==> src/rtl/fetch_prefetch_queue.sv <==
// Instruction prefetch queue: credit-limited fetch requests, in-order response buffering, redirect flush.
// Optional FETCH_STATS_EN adds saturating DropCount/FlushCount statistics outputs.
module fetch_prefetch_queue #(
    parameter int unsigned DEPTH    = 4,
    parameter logic [31:0] RESET_PC = 32'h0000_0000
) (
    input  logic        Clock,
    input  logic        Reset,
    output logic        ImemReqValid,
    input  logic        ImemReqReady,
    output logic [31:0] ImemReqAddr,
    input  logic        ImemRspValid,
    input  logic [31:0] ImemRspData,
    output logic        InstValid,
    input  logic        InstReady,
    output logic [31:0] Instruction,
    output logic [31:0] InstPC,
`ifdef FETCH_STATS_EN
    output logic [15:0] DropCount,
    output logic [15:0] FlushCount,
`endif
    input  logic        RedirectValid,
    input  logic [31:0] RedirectPC
);
    localparam int unsigned PW = $clog2(DEPTH);
    localparam int unsigned CW = $clog2(DEPTH + 1);
    localparam logic [CW:0] DEPTH_C = (CW+1)'(DEPTH);

    typedef enum logic [1:0] {
        RUN   = 2'd0,
        FLUSH = 2'd1
    } state_e;

    state_e        state_q, state_d;
    logic [31:0]   fetch_pc_q, fetch_pc_d;
    logic [31:0]   enq_pc_q, enq_pc_d;
    logic [31:0]   word_q [DEPTH];
    logic [31:0]   pc_q [DEPTH];
    logic [PW-1:0] head_q, head_d, tail_q, tail_d;
    logic [CW-1:0] count_q, count_d, outst_q, outst_d, drop_q, drop_d;
    logic [CW:0]   credit;
    logic          req_fire, deq_fire, enq;
    logic          unused_redirect_bits;

    // Queued plus in-flight words never exceed DEPTH, so every response has a free slot.
    assign credit       = {1'b0, count_q} + {1'b0, outst_q};
    assign ImemReqValid = !Reset && (state_q == RUN) && (credit < DEPTH_C);
    assign ImemReqAddr  = fetch_pc_q;
    assign InstValid    = (state_q == RUN) && (count_q != '0);
    assign Instruction  = (count_q != '0) ? word_q[head_q] : '0;
    assign InstPC       = (count_q != '0) ? pc_q[head_q] : enq_pc_q;

    assign req_fire = ImemReqValid && ImemReqReady;
    assign deq_fire = InstValid && InstReady;
    assign unused_redirect_bits = ^RedirectPC[1:0];

    always_comb begin
        state_d    = state_q;
        fetch_pc_d = fetch_pc_q;
        enq_pc_d   = enq_pc_q;
        head_d     = head_q;
        tail_d     = tail_q;
        count_d    = count_q;
        drop_d     = drop_q;
        enq        = 1'b0;
        outst_d    = outst_q + CW'(req_fire) - CW'(ImemRspValid);

        if (RedirectValid) begin
            // Everything still in flight after this edge belongs to the old path.
            fetch_pc_d = {RedirectPC[31:2], 2'b00};
            enq_pc_d   = {RedirectPC[31:2], 2'b00};
            head_d     = '0;
            tail_d     = '0;
            count_d    = '0;
            drop_d     = outst_d;
            state_d    = (outst_d != '0) ? FLUSH : RUN;
        end else if (state_q == FLUSH) begin
            if (ImemRspValid) begin
                drop_d = drop_q - CW'(1);
            end
            if (drop_d == '0) begin
                state_d = RUN;
            end
        end else begin
            if (req_fire) begin
                fetch_pc_d = fetch_pc_q + 32'd4;
            end
            if (ImemRspValid) begin
                enq      = 1'b1;
                tail_d   = tail_q + PW'(1);
                enq_pc_d = enq_pc_q + 32'd4;
            end
            if (deq_fire) begin
                head_d = head_q + PW'(1);
            end
            count_d = count_q + CW'(enq) - CW'(deq_fire);
        end
    end

    always_ff @(posedge Clock) begin
        if (Reset) begin
            state_q    <= RUN;
            fetch_pc_q <= RESET_PC;
            enq_pc_q   <= RESET_PC;
            head_q     <= '0;
            tail_q     <= '0;
            count_q    <= '0;
            outst_q    <= '0;
            drop_q     <= '0;
        end else begin
            state_q    <= state_d;
            fetch_pc_q <= fetch_pc_d;
            enq_pc_q   <= enq_pc_d;
            head_q     <= head_d;
            tail_q     <= tail_d;
            count_q    <= count_d;
            outst_q    <= outst_d;
            drop_q     <= drop_d;
        end
    end

    always_ff @(posedge Clock) begin
        if (!Reset && enq) begin
            word_q[tail_q] <= ImemRspData;
            pc_q[tail_q]   <= enq_pc_q;
        end
    end

`ifdef FETCH_STATS_EN
    logic [15:0] drop_cnt_q, flush_cnt_q;
    logic [CW:0] drop_inc;
    logic [16:0] drop_sum;

    // A redirect throws away the unconsumed queue entries plus any word arriving that cycle.
    always_comb begin
        drop_inc = '0;
        if (RedirectValid) begin
            drop_inc = {1'b0, count_q} - (CW+1)'(deq_fire) + (CW+1)'(ImemRspValid);
        end else if (state_q == FLUSH) begin
            drop_inc = (CW+1)'(ImemRspValid);
        end
    end

    assign drop_sum = {1'b0, drop_cnt_q} + 17'(drop_inc);

    always_ff @(posedge Clock) begin
        if (Reset) begin
            drop_cnt_q  <= '0;
            flush_cnt_q <= '0;
        end else begin
            drop_cnt_q <= drop_sum[16] ? 16'hFFFF : drop_sum[15:0];
            if (RedirectValid && (flush_cnt_q != 16'hFFFF)) begin
                flush_cnt_q <= flush_cnt_q + 16'd1;
            end
        end
    end

    assign DropCount  = drop_cnt_q;
    assign FlushCount = flush_cnt_q;
`endif

endmodule

==> config.mk <==
export PLATFORM = sky130hd
export DESIGN_NAME = fetch_prefetch_queue
export DESIGN_NICKNAME = d
export VERILOG_FILES = /design/src/rtl/fetch_prefetch_queue.sv
export SDC_FILE = /design/constraint.sdc
export NUM_CORES = 1
export LEC_CHECK = 0
export CAP_MARGIN = 15
export CORE_MARGIN = 2
export CORE_UTILIZATION = 40
export DETAILED_ROUTE_END_ITERATION = 7
export GPL_TIMING_DRIVEN = 0
export HOLD_SLACK_MARGIN = 0.03
export PLACE_DENSITY = 0.59
export SKIP_CTS_REPAIR_TIMING = 1
export SYNTH_ARGS = -nofsm -noshare
export SYNTH_HDL_FRONTEND = slang
export SYNTH_SLANG_ARGS = --single-unit
export TNS_END_PERCENT = 5
==> constraint.sdc <==
create_clock -name Clock -period 4.8 [get_ports Clock]
set_clock_uncertainty 0.05 [all_clocks]
set_input_delay 0.96 -clock Clock [delete_from_list [all_inputs] [get_ports Clock]]
set_output_delay 0.96 -clock Clock [all_outputs]
set_load 0.005 [all_outputs]
==> results.txt, run 1 <==
- Post-synthesis instance total: 893
* Setup Crit Path Kind: reg -> out
- Leaving out fill and tap cells, the most frequent cell in the layout is sky130_fd_sc_hd__edfxtp_1.
- Across every metal layer, demand over resource in global routing totals 0.173.
- In this run the tightest slew margin relative to its limit is 0.401.
* Drt wl/cell: roughly 19 um
- Clock-pin slew was measured on the worst setup and hold paths at 0.06 ns.
* Synth Area in Simple Gates: 0.0811
- Start point of the worst min-delay path: drop_q[2]
- For this run, asynchronously set or reset flops after synthesis account for 0.
- Compared with the post-synthesis result, the final layout area differs by 25.7%.
- Wires add up to 30600 um.
* Count of final setup violators: 0
* Area share of fa/ha/maj cells after synthesis: 0.0149
- Once placement finished, the instance area stood at 0.0159 mm^2.
* Worst-Skew Late Latency: about 0.5 ns
* Leakage component of the power: 0.00553 uW
- The compound-gate portion of the synthesized area came to 0.0535.
- The synthesized design contains 324 register bits.
- Main combinational cell family by area after synthesis: multiplexers
* Startpoint type of the worst setup path: flop
* Switching share of power: 0.227
* Io pins: 168
- Input and output buffers added on the ports amount to 160.
- DRC violation count after routing: 0
- Class of the tightest hold or removal check: reg -> reg
- STA classifies the critical path endpoint as a primary output.
- R2R depth: 14
- Number of flops mapped to enable cells by yosys: 248
- Actual slew at the worst max-slew pin: between 0.8 and 0.9 ns
- TritonCTS built the clock tree.
* Worst reg2reg startpoint: count_q[2]
- Of all nets on the critical path, the largest fanout is 10.
- After the last flow step, the layout net total stands at 1184.
- In this run the core area contains 67 standard-cell rows.
- The first detailed-routing pass took 4 iterations.
- Of the synthesized area, sequential elements account for 0.659.
- RSZ-0062 raised after global routing: no
- In the finished design, the share of the clock period the worst path needs comes to 0.914.
- For this configuration, the core starts out at a cell density of 0.406.
- Summed over all failing endpoints, the final setup total negative slack is 0 ns.
- Yosys printed 0 warnings.
- Of the total power, combinational logic draws 0.128.
- The cell area that synthesis handed to floorplanning was 0.0136 mm^2.
- Total power divided by cell area: about 400 mW/mm^2
- The share of total power dissipated in the clock network is 0.398.
- Sequential power share: 0.474
- The routed layout has 8103 vias.
- For the worst setup path, the data required time is 3.79 ns.
- The floorplan step defined a die boundary enclosing roughly 0.036 mm^2.
* Count of final hold-check violations: 0
* Minimum clock period: approximately 4.4 ns
- Hold Worst Slack: 0.426 ns
- The first global-routing pass estimated 47300 um of wire.
- Share of Yosys cell area claimed by the top area cell type: 0.547
- sky130_fd_sc_hd__edfxtp_1 takes more of the synthesized area than any other cell.
- Horizontal extent of the die: 188 um
- Count of antenna-violating nets left after detailed routing: 0
* Mux contribution to synthesized area: 0.129
- Clock tree root buffer cell: sky130_fd_sc_hd__clkbuf_16
- CTS saw around 320 sinks.
- Run status: completed
* Critical Path AT: ~3.4 ns
- Vias per cell: 5.15
* Top cells by area, synth: sky130_fd_sc_hd__edfxtp_1 55%, sky130_fd_sc_hd__dfxtp_1 11%, sky130_fd_sc_hd__mux4_2 10%
* Top library cells by usage in the layout, fill and taps aside: 248 x sky130_fd_sc_hd__edfxtp_1, 160 x sky130_fd_sc_hd__clkdlybuf4s50_1, 76 x sky130_fd_sc_hd__dfxtp_1, 62 x sky130_fd_sc_hd__mux4_2, 41 x sky130_fd_sc_hd__inv_1
- Clock tree buffer depth: 3
- Of the total synthesized cell area, the portion taken by XOR and XNOR cells is 0.0360.
* Switching power total: 1550 uW
- Maximum number of pins on one net before global-route repair: 52
* Post-synthesis area per instance: 15.2 um^2
- After synthesis, the netlist uses 47 different library cells.
* CTS H-Tree Depth: 2
- For this run, the share of the core covered by cells in the final layout is 0.510.
- The number of antenna diodes in the final layout is 0.
- After floorplanning, the core was sized to cover 0.0335 mm^2.
- The filler cells instantiated in the layout total ~2900.
- Fin area: 0.0171 mm^2
- Primary flip-flop cell chosen by synthesis mapping: sky130_fd_sc_hd__edfxtp_1
- Total congestion overflow after global routing: 0
- Pwr Total: 6800 uW
- VDD IR max: 220 uV
- Along the worst hold path, the cell count comes to 2.
- The number of max-slew violations in the final report was 0.
- DP Wirelength: about 20000 um
- Internal power comes to 5260 uW.
- Max-cap violations in this run came to 0.
- In this run, CTS created clock tree buffers numbering 36.
- The number of global-route vias before repair came to 8180.
- The number of antenna violations at the first check in global routing was 0.
- Fraction of final layout cells with drive strength greater than 1: 0.149
* Weighted congestion reported at the end of routability-driven placement: about 0.81
- The detailed router finished its first iteration with 419 violations.
* Die Height: 188 um
- Timing would allow up to 228 MHz.
## sequential cells by signal, indices dropped and copies added, names as in the netlist, named ones only
signal,count
word_q,128
state_q,1
tail_q,2
pc_q,120
head_q,2
outst_q,3
ImemReqAddr,30
enq_pc_q,30
drop_q,3
count_q,3
## routing by layer
| layer | track usage | vias up | wire length (um) |
|---|---|---|---|
| li1 | - | 3810 | - |
| met1 | 0.248 | 4035 | 14300 |
| met2 | 0.276 | 226 | 14200 |
| met3 | 0.0332 | 32 | 1720 |
| met4 | 0.0373 | 0 | 455 |
| met5 | 0 | - | 0 |
## critical path, stage by stage, from the launching register on
cell,delay [ns]
sky130_fd_sc_hd__dfxtp_1,0.30
sky130_fd_sc_hd__clkbuf_1,0.46
sky130_fd_sc_hd__buf_1,0.74
sky130_fd_sc_hd__mux4_2,0.58
sky130_fd_sc_hd__mux2_2,0.28
sky130_fd_sc_hd__clkdlybuf4s50_1,0.51
## synthesized netlist by cell type, types with 3 or more instances
cell type / n
sky130_fd_sc_hd__and3_1: 9
sky130_fd_sc_hd__and4_1: 6
sky130_fd_sc_hd__ha_1: 13
sky130_fd_sc_hd__o21a_1: 10
sky130_fd_sc_hd__mux2_2: 30
sky130_fd_sc_hd__a21boi_0: 37
sky130_fd_sc_hd__or2_2: 3
sky130_fd_sc_hd__a211oi_1: 5
sky130_fd_sc_hd__nand3_1: 16
sky130_fd_sc_hd__nand4_1: 18
sky130_fd_sc_hd__nor4_1: 15
sky130_fd_sc_hd__nor2_1: 32
sky130_fd_sc_hd__buf_1: 10
sky130_fd_sc_hd__inv_1: 41
sky130_fd_sc_hd__dfxtp_1: 76
sky130_fd_sc_hd__clkbuf_1: 32
sky130_fd_sc_hd__edfxtp_1: 248
sky130_fd_sc_hd__nor2b_1: 36
sky130_fd_sc_hd__or3_1: 3
sky130_fd_sc_hd__nand2_1: 34
sky130_fd_sc_hd__o21ai_0: 3
sky130_fd_sc_hd__mux4_2: 62
sky130_fd_sc_hd__o31a_1: 9
sky130_fd_sc_hd__xnor2_1: 38
sky130_fd_sc_hd__a21oi_1: 37
sky130_fd_sc_hd__buf_4: 5
sky130_fd_sc_hd__xor2_1: 18
sky130_fd_sc_hd__a31oi_1: 3
sky130_fd_sc_hd__nor3_1: 22
## per-stage QoR
| stage | setup WS (ns) | cells |
|---|---|---|
| after detailed placement | 0.821 | 1509 |
| after global routing | 0.124 | 1572 |
| final | 0.413 | 1572 |
| after floorplan | 1.11 | 896 |
| after global placement | -0.967 | 1504 |
| after CTS | 0.274 | 1572 |
## power by group through the flow
stage / Sequential [uW] / Combinational [uW] / Clock (uW)
after floorplan: 3250 / 448 / 0
after CTS: 3230 / 888 / 2780
after global placement: 3290 / 864 / 0
after global routing: 3240 / 955 / 2900
final: 3230 / 869 / 2710
after detailed placement: 3280 / 883 / 0
## final cells by class
| cell class | count | area (um^2) | share of cell area |
|---|---|---|---|
| sequential | 324 | 8970 | 0.524 |
| clock inverter | 10 | 98.8 | 0.00578 |
| multi-input combinational | 482 | 4320 | 0.253 |
| clock buffer | 53 | 1080 | 0.0630 |
| tap | 448 | 561 | 0.0328 |
| inverter | 43 | 161 | 0.00944 |
| timing repair buffer | 165 | 1720 | 0.101 |
| buffer | 47 | 195 | 0.0114 |
## kinds of logic (layout without fill, tap and decap cells)
| family | count (synthesis) | after routing |
|---|---|---|
| and+or+nand+nor | 204 | 204 |
| DFF | 324 | 324 |
| muxes | 94 | 94 |
| AOI/OAI and AO/OA | 109 | 109 |
| buffers and inverters | 90 | 318 |
| xor gates and xnor gates | 56 | 56 |
| adders and majority gates | 15 | 15 |
| other | 1 | 4 |
## path summary, 6_finish.rpt
path | end | slack, ns
min reg2reg | drop_q[2] | 0.43
max | InstPC[22] | 0.41
max reg2reg | state_q[0] | 1.48
min | drop_q[2] | 0.43
No activity file was read; power rests on OpenSTA's default activity.
==> inputs of run 2 (changes only) <==
- ABC_AREA: default -> 1
- PLACE_DENSITY: 0.59 -> 0.58
- TNS_END_PERCENT: 5 -> default
==> run 2 against run 1 <==
- critical endpoint is now InstPC[9]
- sequential power about the same
- register-to-register slack better by 0.35 ns
- flip-flop and latch count unchanged
- final area up 6.4%
- cell count up 44%
- largest power group unchanged
==> results.txt, run 2 <==
* Weighted congestion reported at the end of routability-driven placement: 0.923 (was 0.809)
- Critical Path AT: 3.15 ns (was 3.38 ns)
- The library cell used as clock root buffer is sky130_fd_sc_hd__clkbuf_16 (unchanged).
* Portion of the post-synthesis area used by sequential elements: 0.612 (was 0.659)
- The diode insertion count for antenna repair is 0 (unchanged).
- DP Wirelength: 29900 um (was 20200 um)
* Startpoint type of the worst setup path: flop (unchanged)
* Maximum frequency from static timing analysis: 240 MHz (was 228 MHz)
- Total routed wirelength: 42700 um (was 30600 um)
- The number of flip-flops in the largest register was 128 (unchanged).
* Number of vias after detailed routing: 11700 (was 8103)
- The clock share of power was 0.360 (was 0.398).
- Via count of the first global-routing pass: 11400 (was 8180)
* Start point of the worst min-delay path: head_q[1] (was drop_q[2])
- Area delta synth->final: 24.1% (was 25.7%)
- The routed length on met2 was 19900 um (was 14200 um).
- Share of Yosys cell area claimed by the top area cell type: 0.508 (was 0.547)
- The highest layer used for signal routing is met4 (unchanged).
- Initial antenna violation count: 0 (unchanged)
- The post-place instance area came to 0.0171 mm^2 (was 0.0159 mm^2).
- The average cell area after synthesis was 9.42 um^2 (was 15.2 um^2).
- Worst-Skew Late Latency: 0.52 ns (was 0.50 ns)
- The most instantiated flip-flop cell in the synthesis netlist is sky130_fd_sc_hd__edfxtp_1 (unchanged).
* Run status: completed (unchanged)
- The final-stage net count came to 1852 (was 1184).
- Core Area: 0.0363 mm^2 (was 0.0335 mm^2)
- Largest registers in the final layout: word_q: 128 flops, pc_q: 120 flops (unchanged).
* Number of flops mapped to enable cells by yosys: 248 (unchanged)
- In this run the worst setup path begins at count_q[2].
* Die Area: 0.0382 mm^2 (was 0.0355 mm^2)
* VDD IR max: 196 uV (was 220 uV)
- Worst reg2reg startpoint: state_q[0] (was count_q[2])
- Asr flop ratio synth: 0 (unchanged)
* DRC violation total after the first TritonRoute iteration: 756 (was 419)
- Number of port buffers: 161 (was 160)
- The leakage power total was 0.00644 uW (was 0.00553 uW).
- Met1 routed wirelength after detailed routing: 18600 um (was 14300 um)
- The number of placed I/O pins was 168 (unchanged).
* Post-Syn Area: 0.0147 mm^2 (was 0.0136 mm^2)
* Setup Crit Path Kind: reg -> out (unchanged)
- Max-slew headroom at the worst pin: 0.439 (was 0.401)
- The die outline height came to 195 um (was 188 um).
- Top cells by area, synth: sky130_fd_sc_hd__edfxtp_1 51%, sky130_fd_sc_hd__dfxtp_1 10%, sky130_fd_sc_hd__nor2_1 7.7% (was sky130_fd_sc_hd__edfxtp_1 55%, sky130_fd_sc_hd__dfxtp_1 11%, sky130_fd_sc_hd__mux4_2 10%)
- The worst hold margin is 0.426 ns (about the same).
- Top library cells by usage in the layout, fill and taps aside: 295 x sky130_fd_sc_hd__nor2_1, 272 x sky130_fd_sc_hd__nand2_1, 248 x sky130_fd_sc_hd__edfxtp_1, 200 x sky130_fd_sc_hd__o21ai_0, 161 x sky130_fd_sc_hd__clkdlybuf4s50_1 (was 248 x sky130_fd_sc_hd__edfxtp_1, 160 x sky130_fd_sc_hd__clkdlybuf4s50_1, 76 x sky130_fd_sc_hd__dfxtp_1, 62 x sky130_fd_sc_hd__mux4_2, 41 x sky130_fd_sc_hd__inv_1)
- The count of TritonRoute iterations in the first routing pass came to 5 (was 4).
- The post-detailed-route DRC marker count came to 0 (unchanged).
- The transition time at the pin with the least slew margin was 0.840 ns (was 0.898 ns).
- Final number of max-transition violations: 0 (unchanged)
- The areal power density over the cells came to 398 mW/mm^2 (about the same).
* Count of antenna-violating nets left after detailed routing: 0 (unchanged)
- The number of violations of the max-capacitance limit was 0 (unchanged).
* Crit path capture type: primary output (unchanged)
* Pwr Total: 7250 uW (was 6800 uW)
- The number of standard cells after synthesis came to 1556 (was 893).
- Required arrival time at the worst endpoint: 3.79 ns (about the same)
- The overall global routing resource usage came to 0.223 (was 0.173).
- The number of endpoints with negative hold slack in the final report was 0 (unchanged).
* Horizontal extent of the die: 195 um (was 188 um)
- P_int: 5260 uW (about the same)
- Fin area: 0.0182 mm^2 (was 0.0171 mm^2)
* Clock tree buffer depth: 3 (unchanged)
- Vias per cell: 5.17 (was 5.15)
- The synthesis warning total came to 0 (unchanged).
- Class of the tightest hold or removal check: reg -> reg (unchanged)
- The biggest fanout along the worst timing path was 10 (unchanged).
* Clock tree from TritonCTS: yes (unchanged)
- Starting density of the core: 0.403 (was 0.406)
- The depth of the CTS H-tree came to 2 (unchanged).
- Sequential power share: 0.450 (was 0.474)
- The most common cell after layout, fill and taps aside is sky130_fd_sc_hd__nor2_1 (was sky130_fd_sc_hd__edfxtp_1).
* Switching share of power: 0.274 (was 0.227)
* Maximum number of pins on one net before global-route repair: 28 (was 52)
- Most used standard cell by instance count after synthesis: sky130_fd_sc_hd__nor2_1 (was sky130_fd_sc_hd__edfxtp_1)
- FF+latch count, synth: 324 (unchanged)
* First-pass GRT wire length: 65200 um (was 47300 um)
- The post-layout minimum cycle time was 4.16 ns (was 4.39 ns).
* Top register by number of flip-flops: word_q (unchanged)
* Routed wl met3: 2950 um (was 1720 um)
- The number of filler instances in the final layout was 3331 (was 2868).
- Count of unique library cells instantiated by Yosys: 41 (was 47)
* Multi-input logic area: 0.00499 mm^2 (was 0.00432 mm^2)
- The number of cell rows was 70 (was 67).
- FF+latch area: 0.00897 mm^2 (unchanged)
- The combinational cell fraction of total power was 0.190 (was 0.128).
- The average wire per cell in the routed design was 18.9 um (was 19.5 um).
* Total congestion overflow after global routing: 0 (unchanged)
- The share of post-route cells with drive strength above 1 came to 0.0660 (was 0.149).
- List of most frequent post-synthesis cells: 299 x sky130_fd_sc_hd__nor2_1, 272 x sky130_fd_sc_hd__nand2_1, 248 x sky130_fd_sc_hd__edfxtp_1 (was 248 x sky130_fd_sc_hd__edfxtp_1, 76 x sky130_fd_sc_hd__dfxtp_1, 62 x sky130_fd_sc_hd__mux4_2)
- The cell type contributing the most total cell area after synthesis was sky130_fd_sc_hd__edfxtp_1 (unchanged).
* Portion of the clock cycle consumed by the worst path in the final layout: 0.867 (was 0.914)
* Clock buffers created by TritonCTS: 36 (unchanged)
- Count of final setup violators: 0 (unchanged)
- RSZ-0062 raised after global routing: no (unchanged).
- The clock-pin slew reported for the worst setup and hold paths after clock tree synthesis was 0.06 ns (about the same).
- Switching power total: 1990 uW (was 1550 uW)
* Number of clock sinks: 324 (unchanged)
run 2: worst max-delay path, cell delays in order (launching register included):
cell                              delay, ns
sky130_fd_sc_hd__dfxtp_1               0.36
sky130_fd_sc_hd__nor3_4                0.65
sky130_fd_sc_hd__inv_2                 0.09
sky130_fd_sc_hd__buf_2                 0.25
sky130_fd_sc_hd__clkbuf_1              0.29
sky130_fd_sc_hd__o21ai_0               0.42
sky130_fd_sc_hd__clkdlybuf4s50_1       0.58
run 2: cell families after synthesis:
| family | Yosys count | share of synthesized area |
|---|---|---|
| flip-flops | 324 | 0.612 |
| AND/OR/NAND/NOR | 683 | 0.193 |
| AO/OA/AOI/OAI | 341 | 0.122 |
| other | 1 | 0.000256 |
| adder cells (fa/ha/maj) | 15 | 0.0138 |
| buffers and inverters | 178 | 0.0504 |
| XOR/XNOR | 14 | 0.00837 |
run 2: path summary, 6_finish.rpt:
path              depth (start not counted)      endpoint  slack, ns
setup / recovery                          6     InstPC[9]       0.64
hold / removal                            2     head_q[1]       0.43
setup reg to reg                          8  word_q[3][3]       1.83
hold reg to reg                           2     head_q[1]       0.43
run 2: power groups by stage:
stage,registers [uW],clock network [uW],logic (uW)
floorplan,3280,0,649
global placement,3320,0,1350
detailed placement,3310,0,1380
CTS,3260,2650,1390
global route,3270,2760,1520
finish,3260,2610,1370
run 2: cell type report:
cell class,count,share of cell area
sequential,324,0.493
clock inverter,17,0.00777
tap,468,0.0322
multi-input combinational,1057,0.274
timing repair buffer,170,0.100
buffer,73,0.0188
clock buffer,43,0.0521
inverter,105,0.0217
run 2: routing by layer:
layer	vias up	GRT usage
met5	-	0
met4	0	0.0712
met3	69	0.0425
met2	409	0.375
met1	5471	0.291
li1	5724	-
run 2: stage by stage:
step	cells	worst slack [ns]	util	setup TNS [ns]
final	2257	0.639	0.500	0
after detailed placement	2197	0.389	0.470	0
after CTS	2257	0.528	0.500	0
after floorplan	1559	0.138	-	0
after global placement	2188	-3.21	0.464	-781.11
after global routing	2257	0.455	0.500	0
==> inputs of run 3 (changes only) <==
- SLEW_MARGIN: default -> 40
==> run 3 against run 2 <==
- die area unchanged
- final area up 0.83%
- first-iteration DRC count is 6.9% higher
- maximum frequency is 0.55% higher
- combinational power about the same
- wire length shrank 0.19%
- critical endpoint unchanged
- critical path depth unchanged
- core utilization increased by 0.41 points
- worst hold slack got worse by 0.0053 ns
- sequential power about the same
- power down 0.60%
- largest power group unchanged
- global-route usage about the same
==> results.txt, run 3 (synthesis gave the netlist of run 2 again) <==
* VDD IR max: 222 uV (was 196 uV)
- Number of non-filler instances in the completed layout: 2269 (was 2257)
* R2R depth: 13 (was 8)
* Start point of the worst min-delay path: head_q[1] (unchanged)
* DRC violation count after routing: 0 (unchanged)
- Fin area: 0.0183 mm^2 (was 0.0182 mm^2)
- The via count of the routed design came to 11700 (about the same).
- The number of flip-flops in the largest register was 128 (unchanged).
- Final layout net count: 1860 (was 1852)
- Total routed wirelength: 42600 um (was 42700 um)
- Aggregate global-route resource usage: 0.223 (about the same)
- Category of cells accounting for the largest share of critical-path delay: buffers and inverters (unchanged)
* # Max-Cap Violations: 0 (unchanged)
- The number of port buffers came to 161 (unchanged).
- Top library cells by usage in the layout, fill and taps aside: 295 x sky130_fd_sc_hd__nor2_1, 272 x sky130_fd_sc_hd__nand2_1, 248 x sky130_fd_sc_hd__edfxtp_1, 200 x sky130_fd_sc_hd__o21ai_0, 161 x sky130_fd_sc_hd__clkdlybuf4s50_1 (unchanged).
- The count of nets left with antenna violations after detail routing came to 0 (unchanged).
- Critical Path AT: 3.13 ns (was 3.15 ns)
- The path class of the lowest-slack min-delay path is reg -> reg (unchanged).
- Clock tree buffer depth: 3 (unchanged)
- Die Height: 195 um (unchanged)
- The type of destination of the critical path is a primary output (unchanged).
- Critical-path top delay cell: sky130_fd_sc_hd__nor3_4 (unchanged)
- Switching power total: 1980 uW (was 1990 uW)
- Run status: completed (unchanged).
- Hold Crit Depth: 2 (unchanged)
- The detailed router's first-iteration violation count is 808 (was 756).
* Total power divided by cell area: 393 mW/mm^2 (was 398 mW/mm^2)
- First-pass GRT wire length: 65300 um (was 65200 um)
- Slowest cell delay on critical path: 0.67 ns (was 0.65 ns)
- Largest registers in the final layout: word_q: 128 flops, pc_q: 120 flops (unchanged).
* Setup slack of the most critical reg-to-reg path: 1.85 ns (was 1.83 ns)
- Die Area: 0.0382 mm^2 (unchanged)
- The number of placed I/O pins was 168 (unchanged).
* Top register by number of flip-flops: word_q (unchanged)
- Multi-input logic area: 0.00499 mm^2 (unchanged)
- The biggest fanout along the worst timing path is 10 (unchanged).
* Required arrival time at the worst endpoint: 3.79 ns (about the same)
- The diode insertion count for antenna repair was 0 (unchanged).
- Pwr Total: 7200 uW (was 7250 uW)
- The design internal power is 5220 uW (was 5260 uW).
- The clock-pin slew reported for the worst setup and hold paths after clock tree synthesis came to 0.05 ns (was 0.06 ns).
- Starting density of the core: 0.403 (unchanged)
- The worst slew margin relative to its limit was 0.489 (was 0.439).
- The number of antenna violations at the first check in global routing is 1 (was 0).
- The worst hold margin came to 0.421 ns (was 0.426 ns).
- Cells along the critical path: nor3_4 > inv_2 > buf_2 > clkbuf_1 > o21ai_0 > clkdlybuf4s50_1 (unchanged).
- The number of filler instances in the final layout came to 3355 (was 3331).
* FF+latch area: 0.00897 mm^2 (unchanged)
* Worst-Skew Late Latency: 0.53 ns (was 0.52 ns)
* Setup Crit Path Kind: reg -> out (unchanged)
- Initial DRT Pass Iterations: 5 (unchanged)
- Sequential power share: 0.453 (was 0.450)
* Area delta synth->final: 25.2% (was 24.1%)
- The post-layout minimum cycle time was 4.14 ns (was 4.16 ns).
* Startpoint type of the worst setup path: flop (unchanged)
- RSZ-0062 raised after global routing: no (unchanged).
- The number of clock buffers inserted by TritonCTS was 37 (was 36).
* Count of final setup violators: 0 (unchanged)
* Post-layout util: 0.505 (was 0.500)
* Post-placement cell area: 0.0173 mm^2 (was 0.0171 mm^2)
* Drt wl/cell: 18.8 um (was 18.9 um)
- Worst reg2reg startpoint: count_q[1] (was state_q[0])
- The clock share of power was 0.356 (was 0.360).
* Vias per cell: 5.17 (about the same)
* Leakage component of the power: 0.00649 uW (was 0.00644 uW)
- The TritonCTS sink count came to 324 (unchanged).
* Weighted congestion reported at the end of routability-driven placement: 0.923 (unchanged)
* Buffers & Inverters on Critical Path: 4 (unchanged)
- Clock tree root buffer cell: sky130_fd_sc_hd__clkbuf_16 (unchanged)
- The floorplan die width is 195 um (unchanged).
- RR Endpoint: state_q[0] (was word_q[3][3])
- The CTS tree was yes (unchanged).
- The share of post-route cells with drive strength above 1 is 0.0677 (was 0.0660).
* Cell Count Post-Placement: 2204 (was 2197)
- Maximum frequency from static timing analysis: 242 MHz (was 240 MHz)
- Count of final hold-check violations: 0 (unchanged)
- The transition time at the pin with the least slew margin was 0.764 ns (was 0.840 ns).
* Leading cell type in the layout, fill and taps excluded: sky130_fd_sc_hd__nor2_1 (unchanged)
* Core Area: 0.0363 mm^2 (unchanged)
- The overflow left after global routing came to 0 (unchanged).
* Via count of the first global-routing pass: 11400 (about the same)
- The HPWL after detailed placement was 30400 um (was 29900 um).
- Switching share of power: 0.275 (was 0.274)
* CTS H-Tree Depth: 2 (unchanged)
- Min-Delay Endpoint: head_q[1] (unchanged)
- Fraction of power consumed by combinational cells: 0.192 (was 0.190)
* Row count: 70 (unchanged)
- The pin count of the biggest net entering global routing is 18 (was 28).
- Portion of the clock cycle consumed by the worst path in the final layout: 0.862 (was 0.867)
- Final number of max-transition violations: 0 (unchanged)
run 3: cell count changes in the layout (fill, tap and decap cells not counted), sizes merged:
cell	change
bufinv	-1
clkinv	+2
buf	+7
clkinvlp	+1
clkbuf	+3
run 3: worst max-delay path by stage:
stage	startpoint	end	cells after the start
4_1_cts	count_q[2]	InstPC[10]	6
3_3_place_gp	ImemRspValid	word_q[3][9]	7
3_5_place_dp	ImemRspValid	word_q[0][9]	10
2_1_floorplan	RedirectValid	pc_q[0][10]	5
6_report	count_q[2]	InstPC[9]	6
5_1_grt	flop	InstPC[12]	8
run 3: stage by stage:
step                      setup slack (ns)  TNS [ns]
after floorplan                      0.138         0
after global placement               -3.21   -781.11
after detailed placement             0.692         0
after CTS                            0.569         0
after global routing                 0.514         0
final                                0.661         0
run 3: worst min-delay path, cell delays in order (launching register included):
cell and delay (ns):
sky130_fd_sc_hd__dfxtp_1 0.30, sky130_fd_sc_hd__inv_1 0.06, sky130_fd_sc_hd__a21oi_1 0.07
run 3: power by group through the flow:
| stage | registers [uW] | clock network, uW | logic [uW] |
|---|---|---|---|
| after floorplan | 3280 | 0 | 649 |
| after global placement | 3320 | 0 | 1350 |
| after detailed placement | 3310 | 0 | 1390 |
| after CTS | 3260 | 2610 | 1390 |
| after global routing | 3280 | 2720 | 1520 |
| final | 3260 | 2560 | 1380 |
run 3: final cells by class:
cell class / instances / share of cell area
Multi-Input combinational cell: 1057 / 0.272
Inverter: 105 / 0.0216
Tap cell: 468 / 0.0319
Clock inverter: 19 / 0.00682
Clock buffer: 46 / 0.0523
Buffer: 73 / 0.0187
Timing Repair Buffer: 177 / 0.108
Sequential cell: 324 / 0.489
run 3: layer usage:
metal  part of all wire  global-route usage
met3              0.066              0.0385
met5            0.00021                   0
met4              0.032              0.0766
met1               0.43               0.294
met2               0.47               0.374
